[src/rtl/pipe_queue.sv]
// DEPTH-entry stage-decoupling FIFO with show-ahead head; 1-cycle push-to-head (0 with BYPASS on empty).
// o_stall is registered-only (full) unless FULL_PASS lets a same-cycle pop free the slot; flush kills all.
module pipe_queue #(
    parameter int DATA_W    = 64,
    parameter int DEPTH     = 4,
    parameter int BYPASS    = 0,
    parameter int FULL_PASS = 0
) (
    input  logic                       i_clk,
    input  logic                       i_rst,
    input  logic                       i_flush,
    input  logic                       i_valid,
    input  logic [DATA_W-1:0]          i_data,
    output logic                       o_stall,
    output logic                       o_valid,
    output logic [DATA_W-1:0]          o_data,
    input  logic                       i_stall,
    output logic [$clog2(DEPTH+1)-1:0] o_count,
    output logic                       o_empty,
    output logic                       o_full
);

    localparam int              PW      = $clog2(DEPTH);
    localparam int              CW      = $clog2(DEPTH + 1);
    localparam logic [CW-1:0]   L_DEPTH = CW'(DEPTH);
    localparam logic            L_BYP   = (BYPASS != 0);
    localparam logic            L_FPASS = (FULL_PASS != 0);

    logic [DATA_W-1:0] r_mem [DEPTH];
    logic [PW-1:0]     r_rd_ptr;
    logic [PW-1:0]     r_wr_ptr;
    logic [CW-1:0]     r_count;

    logic w_empty;
    logic w_full;
    logic w_bypass;
    logic w_push;
    logic w_pop;
    logic w_wr;
    logic w_rd;

    always_comb begin
        w_empty  = (r_count == '0);
        w_full   = (r_count == L_DEPTH);
        w_bypass = L_BYP && w_empty;
        o_valid  = !i_flush && (w_empty ? (w_bypass && i_valid) : 1'b1);
        o_data   = w_bypass ? i_data : r_mem[r_rd_ptr];
        o_stall  = !i_flush && w_full && (L_FPASS ? i_stall : 1'b1);
        w_push   = i_valid && !o_stall && !i_flush;
        w_pop    = o_valid && !i_stall;
        // A bypassed entry consumed in the same cycle never touches storage.
        w_wr     = w_push && !(w_bypass && w_pop);
        w_rd     = w_pop && !w_empty;
    end

    assign o_count = r_count;
    assign o_empty = w_empty;
    assign o_full  = w_full;

    always_ff @(posedge i_clk) begin
        if (i_rst || i_flush) begin
            r_rd_ptr <= '0;
            r_wr_ptr <= '0;
            r_count  <= '0;
        end else begin
            if (w_wr) r_wr_ptr <= r_wr_ptr + 1'b1;
            if (w_rd) r_rd_ptr <= r_rd_ptr + 1'b1;
            r_count <= r_count + CW'(w_wr) - CW'(w_rd);
        end
    end

    // When full with a pop, wr_ptr equals rd_ptr, so the write lands in the slot being freed.
    always_ff @(posedge i_clk) begin
        if (!i_rst && w_wr) r_mem[r_wr_ptr] <= i_data;
    end

`ifndef SYNTHESIS
    always_ff @(posedge i_clk) begin
        if (!i_rst) begin
            assert (r_count <= L_DEPTH);
            assert (!(w_wr && w_full && !w_rd));
        end
        assert (DEPTH >= 2 && (DEPTH & (DEPTH - 1)) == 0);
    end
`endif

endmodule

[config.mk]
export PLATFORM = sky130hd
export DESIGN_NAME = pipe_queue
export DESIGN_NICKNAME = d
export VERILOG_FILES = /design/src/rtl/pipe_queue.sv
export SDC_FILE = /design/constraint.sdc
export NUM_CORES = 1
export LEC_CHECK = 0
export CAP_MARGIN = 20
export CORE_ASPECT_RATIO = 0.9
export CORE_UTILIZATION = 55
export CTS_CLUSTER_DIAMETER = 80
export DETAILED_ROUTE_END_ITERATION = 12
export GPL_ROUTABILITY_DRIVEN = 0
export GPL_TIMING_DRIVEN = 1
export PLACE_DENSITY_LB_ADDON = 0.15
export SYNTH_ARGS = -nofsm -noshare
export SYNTH_HDL_FRONTEND = slang
export SYNTH_SLANG_ARGS = --single-unit
export TNS_END_PERCENT = 5
[constraint.sdc]
create_clock -name i_clk -period 5.92 [get_ports i_clk]
set_clock_uncertainty 0.15 [all_clocks]
set_input_delay 1.48 -clock i_clk [delete_from_list [all_inputs] [get_ports i_clk]]
set_output_delay 1.48 -clock i_clk [all_outputs]
set_load 0.01 [all_outputs]
==> results.md <==
STA:
- The smallest clock period supported by the final layout is computed as 4.48 ns.
- Setup repair after global routing left no endpoint under its margin.
- For the pin with the worst max-slew slack, the measured transition is 1.00 ns.
- Setup violations remaining at the end of the flow were counted as 0.
- The setup TNS after final layout is 0 ns.
- The final count of hold timing violations is 0.
- The relative slew slack is 0.332.
- The final count of pins violating max slew is 0.
- Derived from the worst setup path, the maximum achievable clock frequency is between 200 and 250 MHz.
- In the finished design, the share of the clock period the worst path needs comes to 0.756.

Clock network:
- The clock root buffer is clkbuf_16.
- TritonCTS built the clock tree.
- Counting along the longest clock path gives a buffer depth of 3.
- The post-CTS repair timing setup buffer count is 0.
- The quantity of hold-fixing buffers added after cts is 0.
- Post-CTS repair changed the size of 0 cells.
- TritonCTS created 26 clock buffers.
- The clock transition at the register clock pins on the worst setup and hold paths after CTS is around 0.060 ns.
- The clock latency on the worst-skew pair is 0.52 ns.
- The TritonCTS sink count is 265.
- CTS built an H-tree with a depth of 1.

Yosys:
- The fraction of registers with async set/reset is 0.
- The cell area after synthesis is 0.00973 mm^2.
- Synthesis produced a netlist with a net count of approximately 470.
- edfxtp_1 takes more of the synthesized area than any other cell.
- After synthesis, the netlist uses 27 different library cells.
- Averaged over all synthesized cells, the footprint is ~25 um^2.
- The number of enable flip-flop cells after synthesis is 256.
- The part of the Yosys area used for sequential elements is 0.809.
- The most used flip-flop cell after synthesis is edfxtp_1.
- The number of cells produced by synthesis is between 300 and 400.
- The Yosys step of the flow raised 0 warnings.
- Counting flops and latches in the post-synthesis netlist gives 265.
- The area fraction of the dominant cell type after synthesis is 0.790.
- By area the synthesized netlist is led by edfxtp_1 79%, mux4_2 15%, dfxtp_1 1.9%.

Run status:
- The flow ran to the end, and the final reports show no timing, DRC or antenna violations.

Final layout:
- From synthesis to final layout, the design area changed by 24.7%.
- The count of nets after finishing is 618.
- The fraction of final layout cells sized beyond drive strength 1 is 0.190.
- 0 antenna diodes ended up in the layout.
- The area taken by flip-flops and latches is 0.00788 mm^2.
- Summing all multi-input logic gate instances after layout gives 0.00176 mm^2.
- After filler insertion, the fill cell instance count of the layout stands at approximately 1,000.
- At the end of the flow the core is filled with cells to 0.711.

Floorplanning:
- between 100 and 150 I/O pins were placed.
- The standard-cell row count is 45.
- The die covers 0.0182 mm^2.
- The initial utilization of the core area, before any placement, comes to 0.570.
- The die is roughly 140 um wide.
- The total area inside the core boundary comes to approximately 0.017 mm^2.
- Measured along the y axis, the die boundary spans 128 um.

Global route:
- The remaining global-route overflow is 0.
- The initial antenna violation count was 0.
- The global-route usage over all layers is 0.189.
- The pin count of the biggest net entering global routing is 65.
- The first global-routing pass estimated approximately 26 mm of wire.
- The number of global-route vias before repair was 4,742.

Flow run:
- The number of max-capacitance violations reported is 0.

Power and ir drop:
- After layout, the design draws a total of 3.72 mW.
- IR analysis of the VDD net gives a maximum drop of 0.000262 V.
- The power per cell area is 307 mW/mm^2.
- The analysis attributes to cell leakage a power of 3.78 nW.

Worst setup path:
- The endpoint arrival time on the critical path is about 2.9 ns.
- The kind of end point of the critical path is an output port.
- Data on the critical path is required at its endpoint by 4.29 ns.
- Of all nets on the critical path, the largest fanout is 30.
- The critical path is of the reg -> out type.
- The startpoint type of the worst setup path is a flip-flop.

Placement:
- During placement, the flow inserted port buffers numbering 139.
- The HPWL after detailed placement is 9.32 mm.

Detailed routing:
- In the routed layout, each cell is associated on average with a via count of 5.60.
- The detail-routed net length per standard cell is 20.9 um.
- After detailed routing, the total wire length is 16.6 mm.
- The post-detailed-route count of antenna-violating nets is 0.
- The remaining design rule violation count is 0.
- The count of TritonRoute iterations in the first routing pass is 4.
- The initial DRC count is 206.
- The total vias in the final route is between 4,000 and 5,000.

Min path:
- The path category of the worst min-delay check is reg -> reg.
==> per-stage QoR <==
step / setup WS [ns] / cell area [um^2] / hold slack (ns) / instances
2_1_floorplan: 1.70 / 9730 / 0.296 / 390
3_3_place_gp: 1.60 / 11400 / 0.309 / 749
3_5_place_dp: 1.54 / 11400 / 0.306 / 749
4_1_cts: 1.35 / 12100 / 0.317 / 794
5_1_grt: 1.23 / 12100 / 0.345 / 794
6_report: 1.44 / 12100 / 0.320 / 794
==> final cells by class <==
class	count	area share
Clock inverter	8	0.00310
Tap cell	235	0.0242
Timing Repair Buffer	141	0.116
Sequential cell	265	0.649
Multi-Input combinational cell	102	0.145
Inverter	6	0.00186
Clock buffer	37	0.0605
==> where the power goes <==
group	total [mW]	switching [mW]	internal (mW)
sequential	2.08	0.00660	2.08
clock	1.48	0.630	0.855
combinational	0.152	0.0637	0.0882
==> placed cells by master (no fill, tap or decap), types with 5 or more instances in the layout <==
| cell type | count |
|---|---|
| clkbuf_1 | 8 |
| clkinv_1 | 5 |
| mux4_2 | 64 |
| nand2_1 | 5 |
| clkdlybuf4s50_1 | 139 |
| ha_1 | 6 |
| edfxtp_1 | 256 |
| inv_1 | 6 |
| clkbuf_16 | 27 |
| dfxtp_1 | 7 |
==> cells in the mapped netlist (all sizes together) (2+ instances only) <==
cell	n
edfxtp	256
nand2	5
mux2i	4
or3	2
and2	3
nor3	3
inv	6
ha	6
buf	14
xnor2	2
and3	4
dfxtp	9
mux4	64
nor2	3
clkbuf	3
==> state kept, by name (all words and copies together), names as in the netlist, named ones only <==
signal,cells
o_count,3
r_mem,256
r_rd_ptr,2
r_wr_ptr,2
==> routing by layer <==
metal  wire length, um  global-route usage
met4               476              0.0645
met3              1090              0.0411
met5                 0                   0
met1              6860               0.253
met2              8160               0.312
==> critical path, stage by stage, from the launching register on <==
cell and delay, ns:
dfxtp_4 0.74, buf_4 0.47, mux4_2 0.57, clkdlybuf4s50_1 0.52
==> cells by family after synthesis <==
family | synth area share
buf+inv | 0.0122
simple gates | 0.0144
compound gates | 0.000514
flops | 0.809
xor+xnor | 0.00180
fa+ha+maj | 0.00978
mux | 0.152
==> path summary, 6_finish.rpt <==
kind / startpoint / to / slack (ns) / cells after the start
min: r_rd_ptr[1] / flip-flop / 0.32 / 2
min reg2reg: r_rd_ptr[1] / flip-flop / 0.32 / 2
max reg2reg: o_count[1] / o_count[2] / 3.33 / 9
max: flip-flop / o_data[21] / 1.44 / 3
(Power assumes the default switching activity.)
==> edit, RTL diff (same flow settings) <==
Register the output `o_count` once more; this adds one clock of latency there. The other outputs are not delayed to match.
--- a/src/rtl/pipe_queue.sv
+++ b/src/rtl/pipe_queue.sv
@@ -54,5 +54,7 @@
     end
 
-    assign o_count = r_count;
+    always_ff @(posedge i_clk) begin
+        o_count <= r_count;
+    end
     assign o_empty = w_empty;
     assign o_full  = w_full;
Function: changed (a bounded check fails within 4 cycles, from zero or initial values).
==> edit against the unedited design <==
  * Setup slack better by 110 ps
  * Core utilization is 0.28 points higher
  * Synthesized cell count is 0.77% higher
  * Cell area rose by 0.72%
  * Hold slack lost 72 ps
  * Clock power rose by 3%
  * Sequential cell count up 3
  * Area after synthesis up 0.68%
  * Wire length shrank 1.9%
  * Critical path depth is the same
  * Power rose by 1.6%
  * Critical endpoint is now o_data[6]
==> edit: results <==
{
  "routed_wl_mm": 16.3,
  "peakVddDrop_v": 0.000280,
  "grt_use_met2_pct": 30.7,
  "clockBufferDepth": 3,
  "final_cells": 800,
  "worstReg2RegEnd": "r_count[2]",
  "root_buffer": "clkbuf_16",
  "drt_iter0_markers": 307,
  "worst_ep_arrival_time_ps": 2740,
  "grt_pass1_vias": 4676,
  "critPathMaxStageDelay_ps": 680,
  "synth_enable_flop_cells": 256,
  "synth_fa_ha_area_share_pct": 0.971,
  "setup.worst_path.end": "o_data[6]",
  "vias": 4382,
  "nets": 621,
  "reg2reg_slack_ps": 3380,
  "dp_hpwl_mm": 8.98,
  "syn_inst": 393,
  "reg2reg_depth": 10,
  "gr-usage-met1_pct": 25.4,
  "leakage_nw": 3.81,
  "drive_above_1_share_pct": 18.6,
  "yosysSeqAreaShare_pct": 81.0,
  "syn_nets": 469,
  "reg.largest.list": "r_mem: 256 flops, o_count: 3 flops, r_count: 3 flops",
  "io_buffers": 139,
  "placedCellCount": 751,
  "synth-compound-area-share_pct": 0.0511,
  "synthMuxAreaShare_pct": 15.1,
  "outcome": "complete, no violations",
  "ys_types": 26,
  "startpoint_type": "flop",
  "grtUsageMet3_pct": 4.39,
  "htree_levels": 1,
  "path_max_fanout": 40,
  "synth-xor-area-share_pct": 0.179,
  "grt_first_pass_wirelength_mm": 25.2,
  "fillers": 1071,
  "hold_class": "reg -> reg",
  "swShare_pct": 18.9,
  "synthTopCellsByCount": "edfxtp_1 (256), mux4_2 (64), dfxtp_1 (12)",
  "r2r-start": "r_count[2]",
  "cts-buffers-inserted": 27,
  "grt_use_total_pct": 18.6,
  "worstHoldPathCells": 0,
  "netlist_top_cells_area": "edfxtp_1 (79%), mux4_2 (15%), dfxtp_1 (2.5%)"
}
==> edit: layout make-up <==
class	count	area, sq um	area share (%)
clock buffers	36	709	5.81
clock inverters	13	83.8	0.686
inverters	6	22.5	0.184
multi-input cells	102	1760	14.4
flip-flops and latches	268	7940	65.0
well taps	235	294	2.41
repair buffers	140	1410	11.6
==> edit: kinds of logic (layout without fill, tap and decap cells) <==
kind of cell | count (synthesis) | after routing
flip-flops | 268 | 268
multiplexers | 68 | 68
AND/OR/NAND/NOR | 24 | 24
buffers and inverters | 23 | 195
adder cells (fa/ha/maj) | 7 | 7
XOR/XNOR | 2 | 2
AO/OA/AOI/OAI | 1 | 1
==> edit: worst max-delay path, delay by kind of cell (launching register included) <==
family                 cells  cell delay [ps]
buffers and inverters      2              890
flip-flops                 1              680
multiplexers               1              590
==> edit: worst min-delay path by stage <==
stage	from	endpoint	slack, ps
6_report	r_count[0]	o_count[0]	250
5_1_grt	r_count[0]	o_count[0]	250
4_1_cts	r_count[0]	o_count[0]	250
3_5_place_dp	r_count[2]	o_count[2]	240
3_3_place_gp	r_count[2]	o_count[2]	230
2_1_floorplan	r_count[0]	o_count[0]	220
==> edit: stage by stage <==
stage	total power, mW	utilization, %	worst slack (ps)	hold slack, ps	area [sq um]
final	3.78	71.4	1550	247	12200
after global routing	3.90	71.4	1380	255	12200
after CTS	3.81	71.4	1490	247	12200
after detailed placement	2.30	66.7	1560	242	11400
after global placement	2.29	66.7	1590	234	11400
after floorplan	2.19	-	1700	218	9790
==> edit: per-layer routing <==
metal	vias up	part of all wire [%]
li1	1973	-
met1	2235	43
met2	144	49
met3	30	6.3
met4	0	2.0
met5	-	0
==> edit: power by group through the flow <==
stage	Combinational (mW)	Sequential, mW	Clock [mW]
finish	0.151	2.10	1.52
detailed placement	0.152	2.15	0
global placement	0.148	2.14	0
floorplan	0.0486	2.14	0
CTS	0.153	2.11	1.55
global route	0.162	2.11	1.63
